[config.mk]
export PLATFORM = sky130hd
export DESIGN_NAME = adc_capture_reader_flat
export DESIGN_NICKNAME = d
export VERILOG_FILES = /design/src/rtl/adc_capture_reader_if.sv /design/src/rtl/adc_capture_reader.sv /design/src/flat_wrapper.sv
export SDC_FILE = /design/constraint.sdc
export NUM_CORES = 1
export LEC_CHECK = 0
export ABC_AREA = 1
export CAP_MARGIN = 10
export CORE_MARGIN = 2
export CORE_UTILIZATION = 55
export CTS_CLUSTER_DIAMETER = 30
export CTS_CLUSTER_SIZE = 8
export DETAILED_ROUTE_END_ITERATION = 8
export GPL_TIMING_DRIVEN = 1
export PLACE_DENSITY = 0.8
export SYNTH_ARGS = -nofsm -noshare
export SYNTH_HDL_FRONTEND = slang
export SYNTH_SLANG_ARGS = --single-unit
[constraint.sdc]
create_clock -name ref_frame_clk -period 7.8 [get_ports ref_frame_clk]
set_input_delay 1.56 -clock ref_frame_clk [delete_from_list [all_inputs] [get_ports ref_frame_clk]]
set_output_delay 1.56 -clock ref_frame_clk [all_outputs]
set_load 0.01 [all_outputs]
[src/rtl/adc_capture_reader_if.sv]
// Bundle between the capture reader, the sample RAM banks and the HPS/ARM bridge.
// The master side is the reader itself; the slave side is RAM plus consumer.
interface adc_capture_reader_if #(
  parameter int unsigned ADDR_W = 13
);
  logic              iStart;
  logic [ADDR_W-1:0] iRecLength;
  logic              oRDEN;
  logic [ADDR_W-1:0] oRAddr;
  logic [31:0]       iRData0;
  logic [31:0]       iRData1;
  logic [31:0]       iRData2;
  logic [95:0]       oSample;
  logic [ADDR_W-1:0] oSampleIdx;
  logic              oValid;
  logic              iReady;
  logic              oLast;
  logic              oBusy;
  logic              oDone;
  logic              oStartIgnored;

  modport master (
    input  iStart, iRecLength, iRData0, iRData1, iRData2, iReady,
    output oRDEN, oRAddr, oSample, oSampleIdx, oValid, oLast, oBusy, oDone, oStartIgnored
  );

  modport slave (
    output iStart, iRecLength, iRData0, iRData1, iRData2, iReady,
    input  oRDEN, oRAddr, oSample, oSampleIdx, oValid, oLast, oBusy, oDone, oStartIgnored
  );
endinterface

[src/rtl/adc_capture_reader.sv]
// Reads the three sample RAM banks in address order, unpacks each 96-bit word into eight
// 12-bit channels and streams them out through a small FIFO with valid/ready flow control.
module adc_capture_reader #(
  parameter int unsigned ADDR_W  = 13,
  parameter int unsigned RAM_LAT = 2,
  parameter int unsigned FIFO_D  = 4
) (
  input logic                  ref_frame_clk,
  input logic                  iStateReset,
  adc_capture_reader_if.master bus
);

  localparam int unsigned CW = $clog2(FIFO_D + 1);
  localparam int unsigned PW = (FIFO_D > 1) ? $clog2(FIFO_D) : 1;
  localparam int unsigned EW = 97 + ADDR_W;
  localparam logic [CW:0]   OccMax = (CW + 1)'(FIFO_D);
  localparam logic [PW-1:0] PtrMax = PW'(FIFO_D - 1);

  typedef enum logic [1:0] {StIdle, StRead, StDone} state_e;

  state_e            state_q;
  logic [ADDR_W-1:0] len_q, rd_addr_q;
  logic              busy_q, done_q, ignored_q;
  logic [RAM_LAT-1:0] pipe_vld_q, pipe_last_q;
  logic [ADDR_W-1:0] pipe_idx_q [RAM_LAT];
  logic [EW-1:0]     fifo_mem_q [FIFO_D];
  logic [PW-1:0]     wr_ptr_q, rd_ptr_q;
  logic [CW-1:0]     count_q;

  logic [CW:0]       inflight, occupancy;
  logic              issue, push, pop, valid;
  logic [ADDR_W-1:0] last_addr;
  logic [95:0]       unpacked;
  logic [EW-1:0]     head;

  always_comb begin
    inflight = '0;
    for (int i = 0; i < RAM_LAT; i++) inflight = inflight + (CW + 1)'(pipe_vld_q[i]);
  end

  // Reads in flight reserve FIFO space, so a returning word always has a slot.
  assign occupancy = {1'b0, count_q} + inflight;
  assign last_addr = len_q - ADDR_W'(1);
  assign issue = (state_q == StRead) && (rd_addr_q < len_q) && (occupancy < OccMax) &&
                 !iStateReset;
  assign push  = pipe_vld_q[RAM_LAT-1];
  assign head  = fifo_mem_q[rd_ptr_q];
  assign valid = (count_q != '0) && !iStateReset;
  assign pop   = valid && bus.iReady;

  assign unpacked = {bus.iRData1[27:24], bus.iRData2[31:24],
                     bus.iRData0[31:24], bus.iRData1[31:28],
                     bus.iRData2[23:12], bus.iRData2[11:0],
                     bus.iRData1[23:12], bus.iRData1[11:0],
                     bus.iRData0[23:12], bus.iRData0[11:0]};

  assign bus.oRDEN         = issue;
  assign bus.oRAddr        = issue ? rd_addr_q : '0;
  assign bus.oValid        = valid;
  assign bus.oSample       = valid ? head[95:0] : '0;
  assign bus.oSampleIdx    = valid ? head[95+ADDR_W:96] : '0;
  assign bus.oLast         = valid & head[EW-1];
  assign bus.oBusy         = busy_q & ~iStateReset;
  assign bus.oDone         = done_q & ~iStateReset;
  assign bus.oStartIgnored = ignored_q & ~iStateReset;

  // Data-path storage; qualified by pipe_vld_q / count_q so it needs no reset.
  always_ff @(posedge ref_frame_clk) begin
    pipe_idx_q[0]  <= rd_addr_q;
    pipe_last_q[0] <= (rd_addr_q == last_addr);
    for (int i = RAM_LAT - 1; i > 0; i--) begin
      pipe_idx_q[i]  <= pipe_idx_q[i-1];
      pipe_last_q[i] <= pipe_last_q[i-1];
    end
    if (push && !iStateReset) begin
      fifo_mem_q[wr_ptr_q] <= {pipe_last_q[RAM_LAT-1], pipe_idx_q[RAM_LAT-1], unpacked};
    end
  end

  always_ff @(posedge ref_frame_clk) begin
    if (iStateReset) begin
      state_q    <= StIdle;
      len_q      <= '0;
      rd_addr_q  <= '0;
      busy_q     <= 1'b0;
      done_q     <= 1'b0;
      ignored_q  <= 1'b0;
      pipe_vld_q <= '0;
      wr_ptr_q   <= '0;
      rd_ptr_q   <= '0;
      count_q    <= '0;
    end else begin
      done_q    <= 1'b0;
      ignored_q <= 1'b0;

      pipe_vld_q[0] <= issue;
      for (int i = RAM_LAT - 1; i > 0; i--) pipe_vld_q[i] <= pipe_vld_q[i-1];
      if (issue) rd_addr_q <= rd_addr_q + ADDR_W'(1);

      if (push) wr_ptr_q <= (wr_ptr_q == PtrMax) ? '0 : wr_ptr_q + PW'(1);
      if (pop)  rd_ptr_q <= (rd_ptr_q == PtrMax) ? '0 : rd_ptr_q + PW'(1);
      case ({push, pop})
        2'b10:   count_q <= count_q + CW'(1);
        2'b01:   count_q <= count_q - CW'(1);
        default: count_q <= count_q;
      endcase

      unique case (state_q)
        StIdle: begin
          if (bus.iStart) begin
            len_q     <= bus.iRecLength;
            rd_addr_q <= '0;
            if (bus.iRecLength == '0) begin
              state_q <= StDone;
              done_q  <= 1'b1;
            end else begin
              state_q <= StRead;
              busy_q  <= 1'b1;
            end
          end
        end
        StRead: begin
          ignored_q <= bus.iStart;
          if (pop && head[EW-1]) begin
            state_q <= StDone;
            busy_q  <= 1'b0;
            done_q  <= 1'b1;
          end
        end
        StDone: begin
          ignored_q <= bus.iStart;
          state_q   <= StIdle;
        end
        default: state_q <= StIdle;
      endcase
    end
  end

endmodule
[src/flat_wrapper.sv]
// flat-port wrapper written by rule: the top's interface ports become plain ports
module adc_capture_reader_flat 
#(
  parameter int unsigned ADDR_W  = 13,
  parameter int unsigned RAM_LAT = 2,
  parameter int unsigned FIFO_D  = 4
)
  (ref_frame_clk, iStateReset, bus_iStart, bus_iRecLength, bus_iRData0, bus_iRData1, bus_iRData2, bus_iReady, bus_oRDEN, bus_oRAddr, bus_oSample, bus_oSampleIdx, bus_oValid, bus_oLast, bus_oBusy, bus_oDone, bus_oStartIgnored);
  adc_capture_reader_if #(.ADDR_W(ADDR_W)) bus_i ();
  input logic ref_frame_clk;
  input logic iStateReset;
  input wire logic [$bits(bus_i.iStart)-1:0] bus_iStart;
  input wire logic [$bits(bus_i.iRecLength)-1:0] bus_iRecLength;
  input wire logic [$bits(bus_i.iRData0)-1:0] bus_iRData0;
  input wire logic [$bits(bus_i.iRData1)-1:0] bus_iRData1;
  input wire logic [$bits(bus_i.iRData2)-1:0] bus_iRData2;
  input wire logic [$bits(bus_i.iReady)-1:0] bus_iReady;
  output wire logic [$bits(bus_i.oRDEN)-1:0] bus_oRDEN;
  output wire logic [$bits(bus_i.oRAddr)-1:0] bus_oRAddr;
  output wire logic [$bits(bus_i.oSample)-1:0] bus_oSample;
  output wire logic [$bits(bus_i.oSampleIdx)-1:0] bus_oSampleIdx;
  output wire logic [$bits(bus_i.oValid)-1:0] bus_oValid;
  output wire logic [$bits(bus_i.oLast)-1:0] bus_oLast;
  output wire logic [$bits(bus_i.oBusy)-1:0] bus_oBusy;
  output wire logic [$bits(bus_i.oDone)-1:0] bus_oDone;
  output wire logic [$bits(bus_i.oStartIgnored)-1:0] bus_oStartIgnored;
  assign bus_i.iStart = bus_iStart;
  assign bus_i.iRecLength = bus_iRecLength;
  assign bus_i.iRData0 = bus_iRData0;
  assign bus_i.iRData1 = bus_iRData1;
  assign bus_i.iRData2 = bus_iRData2;
  assign bus_i.iReady = bus_iReady;
  assign bus_oRDEN = bus_i.oRDEN;
  assign bus_oRAddr = bus_i.oRAddr;
  assign bus_oSample = bus_i.oSample;
  assign bus_oSampleIdx = bus_i.oSampleIdx;
  assign bus_oValid = bus_i.oValid;
  assign bus_oLast = bus_i.oLast;
  assign bus_oBusy = bus_i.oBusy;
  assign bus_oDone = bus_i.oDone;
  assign bus_oStartIgnored = bus_i.oStartIgnored;
  adc_capture_reader #(.ADDR_W(ADDR_W), .RAM_LAT(RAM_LAT), .FIFO_D(FIFO_D)) u_core (.ref_frame_clk(ref_frame_clk), .iStateReset(iStateReset), .bus(bus_i));
endmodule
==> metrics, run 1 <==
Fill cells roughly 2.4k; Total GRT Usage 25.2%; Lkg Pwr 9.24 nW; Slew headroom 16.9%; Critical Path RT roughly 6200 ps; #FFs+latches synth 510; kind of critical path in2out; H-tree Lvls 3; initial antenna violation count 5; Yosys warning count 0; hold-fix buffers at CTS 0; Reg clk slew, reported paths about 40 ps; dpl hpwl 26,200 microns; Placed Area roughly 0.023 sq mm; mapped cell area around 0.02 sq mm; number of remaining DRC errors 0; fraction of layout cells with a size suffix above 1 8.05%; Site Rows 70; Synthesized Nets 1,900; die span in y 196 microns; Final Cell Area 0.0261 sq mm; post-CTS setup buffer count 0; Hold WS 321 ps; sequential share of the synthesized area 72.0%; # setup viols final 0; Die Area 0.0384 sq mm; Final Net Count 2,157; RSZ-0062 raised after global routing false; status finished clean; Max IR drop VDD 0.194 mV; setup clock skew after layout around 23 ps; starting density of the core 55.7%; TritonCTS Buffers 95; Via density 5.54; synth unique cells 36; core area 0.0364 sq mm; Arrival @ worst endpoint 4780 ps; Least-Margin Pin Slew ~1200 ps; Final Cycle Share 81.3%; area leader, netlist edfxtp_1; DRT Pass-1 Iters 6; Die X 196 microns; fmax 0.158 GHz; Ports ~240; PnR Total Power 7.41 mW; hold path depth 0; PortBufs 240; multi-input logic area 0.00502 sq mm; Avg Cell Area, Syn 11.5 sq um; routability congestion estimate 0.836; largest net degree at the start of global routing 136; critical path fanouts, max 87; post_cts resized 0; first-pass GRT wire length 74,800 microns; kind of end point of the critical path output pin; max_cap viols 0; vias in the first global route 14.2k; CTS Sinks 510; Detail Route Antenna Nets 0; commonest non-fill, non-tap cell in the layout nor2_1; Fin. Hold Viols 0; Clock Tree Root clkbuf_16; grt ovf 0; count of pins over their slew limit 0; Clock Path Buffers 3; Synth top area share 65.1%; post-layout minimum cycle time 6340 ps; cell count after synthesis about 1.8k; DRT iter0 DRCs 1,223; most frequent cells in the layout nor2_1, edfxtp_1, o21ai_0; Hold Crit Class reg2reg; Layout area overhead 28.7%; Fin Setup TNS 0 ps; worst reg2reg path depth 11; Area contributors post-synth edfxtp_1, nor2_1, dfxtp_1; via count 14.2k; WL per Instance 18.9 microns; FF/Latch Area between 0.01 and 0.015 sq mm; TritonCTS clock tree yes; Clock Latency Late Sink around 610 ps; pwr dens 284 mW/mm^2; Routed WL between 40,000 and 50,000 microns; Critical Path Source Type input pin
## layer usage
metal	GRT usage (%)	vias up	part of all wire, %
met5	0	-	0.027
met4	11.2	2	2.9
met3	4.92	99	8.1
met2	42.0	620	49
met1	32.3	6772	40
li1	-	6672	-
## worst max-delay path, stage by stage
cell and delay, ps:
clkdlybuf4s50_1 660, inv_2 500, nand2_4 730, a21oi_1 630
clkdlybuf4s50_1 620
## Yosys cell counts (all sizes together)
cell    count
nor2      509
edfxtp    440
o21ai     249
a21oi     143
nand2      94
inv        75
dfxtp      70
clkbuf     49
buf        43
nand3      29
ha         25
nand4       9
xor2        8
nor3        5
nand3b      2
or2         2
xnor2       2
a211oi      1
clkinv      1
fa          1
nor4        1
o21a        1
o22ai       1
o31ai       1
## cell type report
class	count	share of cell area, %
sequential	510	56.0
multi-input combinational	1083	19.2
clock buffer	119	9.69
timing repair buffer	252	9.69
tap	468	2.24
clock inverter	46	1.94
inverter	76	1.13
antenna	4	0.0383
## metrics by stage
| step | util, % | cells | setup slack, ps |
|---|---|---|---|
| 3_5_place_dp | 63.3 | 2389 | 1470 |
| 5_1_grt | 71.6 | 2558 | 1270 |
| 3_3_place_gp | 63.3 | 2389 | 1590 |
| 2_1_floorplan | - | 1761 | 838 |
| 4_1_cts | 71.6 | 2554 | 1470 |
| 6_report | 71.6 | 2558 | 1460 |
## kinds of logic after synthesis
group           Yosys count  share of synthesized area, %
xor+xnor                 10                         0.432
compound gates          396                          9.81
flops                   510                          72.0
buf+inv                 168                          3.37
simple gates            651                          12.7
fa+ha+maj                26                          1.64
## sequential cells by signal, indices dropped and copies added (netlist names), named ones only
signal and cells:
u_core.count_q 3, u_core.busy_q 1, u_core.pipe_vld_q 2, u_core.pipe_last_q 2, u_core.wr_ptr_q 2, u_core.rd_addr_q 13
u_core.state_q 2, u_core.ignored_q 1, u_core.rd_ptr_q 2, u_core.pipe_idx_q 26, u_core.len_q 13, u_core.done_q 1
u_core.fifo_mem_q 440
## report_power, final
group / internal [mW] / leakage (nW) / switching (mW) / total, mW
sequential: 3.00 / 4.52 / 0.0309 / 3.03
combinational: 0.210 / 3.26 / 0.326 / 0.537
clock: 2.59 / 1.47 / 1.25 / 3.85
total: 5.80 / 9.24 / 1.61 / 7.41
## final timing paths
| kind | startpoint | endpoint | slack (ps) |
|---|---|---|---|
| max | iStateReset | bus_oSample[18] | 1460 |
| min | u_core.pipe_idx_q[0][1]$_DFF_P_ | u_core.pipe_idx_q[0][14]$_DFF_P_ | 320 |
| max reg2reg | u_core.count_q[1]$_SDFFE_PP0P_ | u_core.count_q[2]$_SDFFE_PP0P_ | 4670 |
| min reg2reg | u_core.pipe_idx_q[0][1]$_DFF_P_ | u_core.pipe_idx_q[0][14]$_DFF_P_ | 320 |
No activity file was read; power rests on OpenSTA's default activity.
==> run 2, diff against run 1 <==
==> constraint.sdc (replaced) <==
create_clock -name ref_frame_clk -period 6.55 [get_ports ref_frame_clk]
set_input_delay 1.31 -clock ref_frame_clk [delete_from_list [all_inputs] [get_ports ref_frame_clk]]
set_output_delay 1.31 -clock ref_frame_clk [all_outputs]
set_load 0.01 [all_outputs]
==> metrics, run 2 (same netlist as run 1, synthesis figures left out) <==
status finished clean; via count ~14k; critical path fanouts, max between 60 and 70; Reg with most FFs u_core.fifo_mem_q; Critical Path Source Type input pin; core area roughly 0.036 sq mm; post_cts resized 0; Fin. Hold Viols 0; setup clock skew after layout around 22 ps; final std cells w/o fill 2,567; placed cells 2,391; grt ovf 0; kind of critical path in2out; r2r setup slk 3740 ps; PortBufs 240; Least-Margin Pin Slew ~1100 ps; post-CTS setup buffer count 0; H-tree Lvls 3; first-pass GRT wire length 76,500 microns; CP max stage delay 670 ps; Lkg Pwr 9.37 nW; Detail Route Antenna Nets 0; Clock Tree Root clkbuf_16; Total GRT Usage 25.7%; count of pins over their slew limit 0; multi-input logic area 0.00502 sq mm; Hold Crit Class reg2reg; RSZ-0062 raised after global routing false; largest net degree at the start of global routing 176; Via density 5.57; fmax about 0.19 GHz; Layout area overhead 29.9%; fraction of layout cells with a size suffix above 1 8.63%; starting density of the core 55.7%; Cell Chain, Critical Path clkdlybuf4s50_1, inv_2, nand2_4, buf_12, a21oi_1, clkdlybuf4s50_1; DRT iter0 DRCs 1,056; top flop regs u_core.fifo_mem_q: 440 flops, u_core.pipe_idx_q: 26 flops; Critical Path Slowest Stage Cell clkdlybuf4s50_1; # setup viols final 0; most frequent cells in the layout nor2_1, edfxtp_1, o21ai_0; number of remaining DRC errors 0; Arrival @ worst endpoint between 3000 and 4000 ps; pwr dens 346 mW/mm^2; Die X 196 microns; DRT Pass-1 Iters 5; TritonCTS clock tree yes; TritonCTS Buffers 99; vias in the first global route between 10k and 15k; routability congestion estimate 0.873; Final Net Count 2,163; kind of end point of the critical path output pin; Reg clk slew, reported paths 40 ps; Fin Setup TNS 0 ps; post-layout minimum cycle time 5160 ps; Fill cells 2,370; WL per Instance 19.1 microns; die span in y 196 microns; Site Rows 70; commonest non-fill, non-tap cell in the layout nor2_1; initial antenna violation count 2; dpl hpwl 27,200 microns; FF/Latch Area 0.0146 sq mm; Die Area 0.0384 sq mm; CTS Sinks 510; Clock Latency Late Sink 620 ps; Max IR drop VDD 0.251 mV; Critical Path Most Common Cell clkdlybuf4s50_1; Final Cycle Share 78.8%; Critical Path RT 5240 ps; hold-fix buffers at CTS 0; Routed WL 49,100 microns; Clock Path Buffers 3; max FFs per register 440; Slew headroom 23.7%; max_cap viols 0; Ports ~240
run 2: path summary, 6_finish.rpt:
| check | startpoint | cells after the start | endpoint |
|---|---|---|---|
| worst min register to register | u_core.pipe_idx_q[0][5]$_DFF_P_ | 0 | u_core.pipe_idx_q[0][18]$_DFF_P_ |
| worst max-delay path | iStateReset | 6 | bus_oSample[75] |
| worst max register to register | u_core.count_q[0]$_SDFFE_PP0P_ | 11 | u_core.count_q[2]$_SDFFE_PP0P_ |
| worst min-delay path | u_core.pipe_idx_q[0][5]$_DFF_P_ | 0 | u_core.pipe_idx_q[0][18]$_DFF_P_ |
run 2: cell type report:
cell class	instances	area share (%)
Sequential cell	510	55.5
Tap cell	468	2.22
Clock buffer	117	9.65
Clock inverter	57	2.70
Inverter	76	1.12
Multi-Input combinational cell	1083	19.1
Timing Repair Buffer	254	9.75
Antenna cell	2	0.0190
run 2: metal layers:
metal	track usage [%]	vias up	share of wire, %
li1	-	6683	-
met1	32.5	6883	40
met2	42.5	632	49
met3	5.62	106	8.6
met4	12.0	0	2.6
met5	0	-	0
run 2: through the flow:
stage	area, sq um	hold WS (ps)	util, %	power [mW]	setup WS, ps
after floorplan	20300	310	-	4.02	-162
after global placement	23100	311	63.4	4.27	1570
after detailed placement	23100	312	63.4	4.29	1470
after CTS	26400	321	72.3	9.16	1430
after global routing	26400	325	72.3	9.39	1200
final	26400	322	72.3	9.11	1390
run 2: critical path: cells and delay by family:
family                 cells  cell delay, ps
AOI/OAI and AO/OA          1             230
buffers and inverters      4            1830
and+or+nand+nor            1             410
run 2: report_power, final:
group          internal (mW)  total [mW]  switching, mW
registers               3.57        3.61         0.0398
logic                  0.252       0.641          0.389
clock network           3.27        4.86           1.59
total                   7.09        9.11           2.02
==> run 3, diff against run 2 <==
==> constraint.sdc (replaced) <==
create_clock -name ref_frame_clk -period 5.38 [get_ports ref_frame_clk]
set_input_delay 1.076 -clock ref_frame_clk [delete_from_list [all_inputs] [get_ports ref_frame_clk]]
set_output_delay 1.076 -clock ref_frame_clk [all_outputs]
set_load 0.01 [all_outputs]
==> metrics, run 3 (same netlist as run 1, synthesis figures left out) <==
post_cts resized 0; post-layout minimum cycle time roughly 4600 ps; dpl hpwl 27,800 microns; Final Cycle Share between 80% and 90%; Least-Margin Pin Slew 974 ps; Clock Path Buffers 3; PnR worst setup slack 741 ps; H-tree Lvls 3; Arrival @ worst endpoint between 3000 and 4000 ps; TritonCTS clock tree yes; final core utilization 72.0%; placed cells 2,398; Hold Path Sink u_core.pipe_idx_q[0][21]$_DFF_P_; initial antenna violation count 8; Final Cell Area 0.0262 sq mm; worst reg2reg path startpoint u_core.count_q[1]$_SDFFE_PP0P_; Slew headroom a little over a third; routability congestion estimate between 0.8 and 0.9; Fill cells 2,398; core area 0.0364 sq mm; Clock Tree Root clkbuf_16; most frequent cells in the layout nor2_1, edfxtp_1, o21ai_0; Cell Chain, Critical Path buf_4, nor2_1, nor2_1, o21ai_0, a21oi_1, clkdlybuf4s50_1; Total GRT Usage 25.4%; Fin. Hold Viols 0; Routed WL between 40,000 and 50,000 microns; Site Rows 70; Cell Int Power around 8.3 mW; PortBufs 240; first-pass GRT wire length approximately 76,000 microns; RSZ-0062 raised after global routing false; number of remaining DRC errors 0; post-CTS setup buffer count 0; commonest non-fill, non-tap cell in the layout nor2_1; Die X 196 microns; PnR Total Power 10.7 mW; P_sw approximately 2.4 mW; Lkg Pwr ~9.3 nW; Fin Setup TNS 0 ps; Critical Path Source Type register; setup clock skew after layout 16.6 ps; TritonCTS Buffers 95; switching share of power about 22%; grt ovf 0; status finished clean; DRT iter0 DRCs 1,278; count of pins over their slew limit 0; fraction of layout cells with a size suffix above 1 8.73%; Worst Path Buf+Inv 2; kind of end point of the critical path output pin; max FFs per register 440; Setup WS pre-CTS between 900 and 1000 ps; DRT Pass-1 Iters 6; Die Area about 0.038 sq mm; cell class contributing the biggest share of worst-path delay buffers and inverters; Critical Path RT 4300 ps; Detail Route Antenna Nets 0; hold-fix buffers at CTS 0; Final Net Count 2,166; Max IR drop VDD around 0.29 mV; worst reg2reg path depth 12; FF-to-FF End u_core.count_q[2]$_SDFFE_PP0P_; top flop regs u_core.fifo_mem_q: 440 flops, u_core.pipe_idx_q: 26 flops; max_cap viols 0; min-delay src u_core.pipe_idx_q[0][8]$_DFF_P_; via count 14.3k; Placed Area 0.0232 sq mm; largest net degree at the start of global routing 110; Critical Path Most Common Cell nor2_1; Reg clk slew, reported paths 50 ps; Via density 5.56; kind of critical path reg2out; pwr dens 409 mW/mm^2; r2r setup slk 2700 ps; Reg with most FFs u_core.fifo_mem_q; WL per Instance between 15 and 20 microns; Hold Crit Class reg2reg; Clock Latency Late Sink 600 ps; fmax 0.216 GHz; Hold WS 320 ps; vias in the first global route 14.5k; starting density of the core a little under three fifths; Ports 241; Critical Path Slowest Stage Cell buf_4; Clk pwr share between 50% and 60%; part of the power in combinational logic 7.4%; # setup viols final 0; CP max stage delay about 840 ps; CTS Sinks 510; die span in y 196 microns; part of the power in registers 40.9%; Layout area overhead 29.3%; final std cells w/o fill 2,572; hold path depth 0; critical path fanouts, max 90
==> run 3: cell type report <==
cell class	instances	area (sq um)	area share, %
flip-flops and latches	510	14600	55.7
multi-input cells	1083	5020	19.2
repair buffers	261	2650	10.1
clock buffers	124	2620	9.99
well taps	468	586	2.23
clock inverters	42	415	1.58
inverters	76	295	1.13
diodes	8	20.0	0.0763
==> run 3: worst max path at each step <==
stage                                                    to  slack (ps)  cells past startpoint
after detailed placement                    bus_oSample[17]        1000                      6
after global routing                        bus_oSample[32]         530                      6
final                                       bus_oSample[32]         740                      6
after CTS                                   bus_oSample[32]         800                      6
after global placement                      bus_oSample[17]        1030                      6
after floorplan           u_core.fifo_mem_q[0][0]$_DFFE_PP_       -1100                      3
==> run 3: worst reg2reg max path, delay by kind of cell, from the launching register on <==
family	cells	cell delay, ps
simple gates	3	700
fa+ha+maj	2	600
buf+inv	3	430
compound gates	4	490
flops	1	360
==> run 3: metal layers <==
| layer | share of wire, % | GRT usage [%] | vias to the layer above |
|---|---|---|---|
| li1 | - | - | 6687 |
| met1 | 40 | 32.2 | 6839 |
| met2 | 49 | 42.3 | 673 |
| met3 | 7.8 | 4.73 | 109 |
| met4 | 3.2 | 12.9 | 0 |
| met5 | 0 | 0 | - |
==> run 3: power by group through the flow <==
stage                     Clock (mW)  Combinational [mW]  Sequential, mW
final                           5.55               0.789            4.39
after global routing            5.79               0.871            4.40
after CTS                       5.59               0.786            4.39
after detailed placement           0               0.773            4.46
after global placement             0               0.751            4.46
after floorplan                    0               0.446            4.44
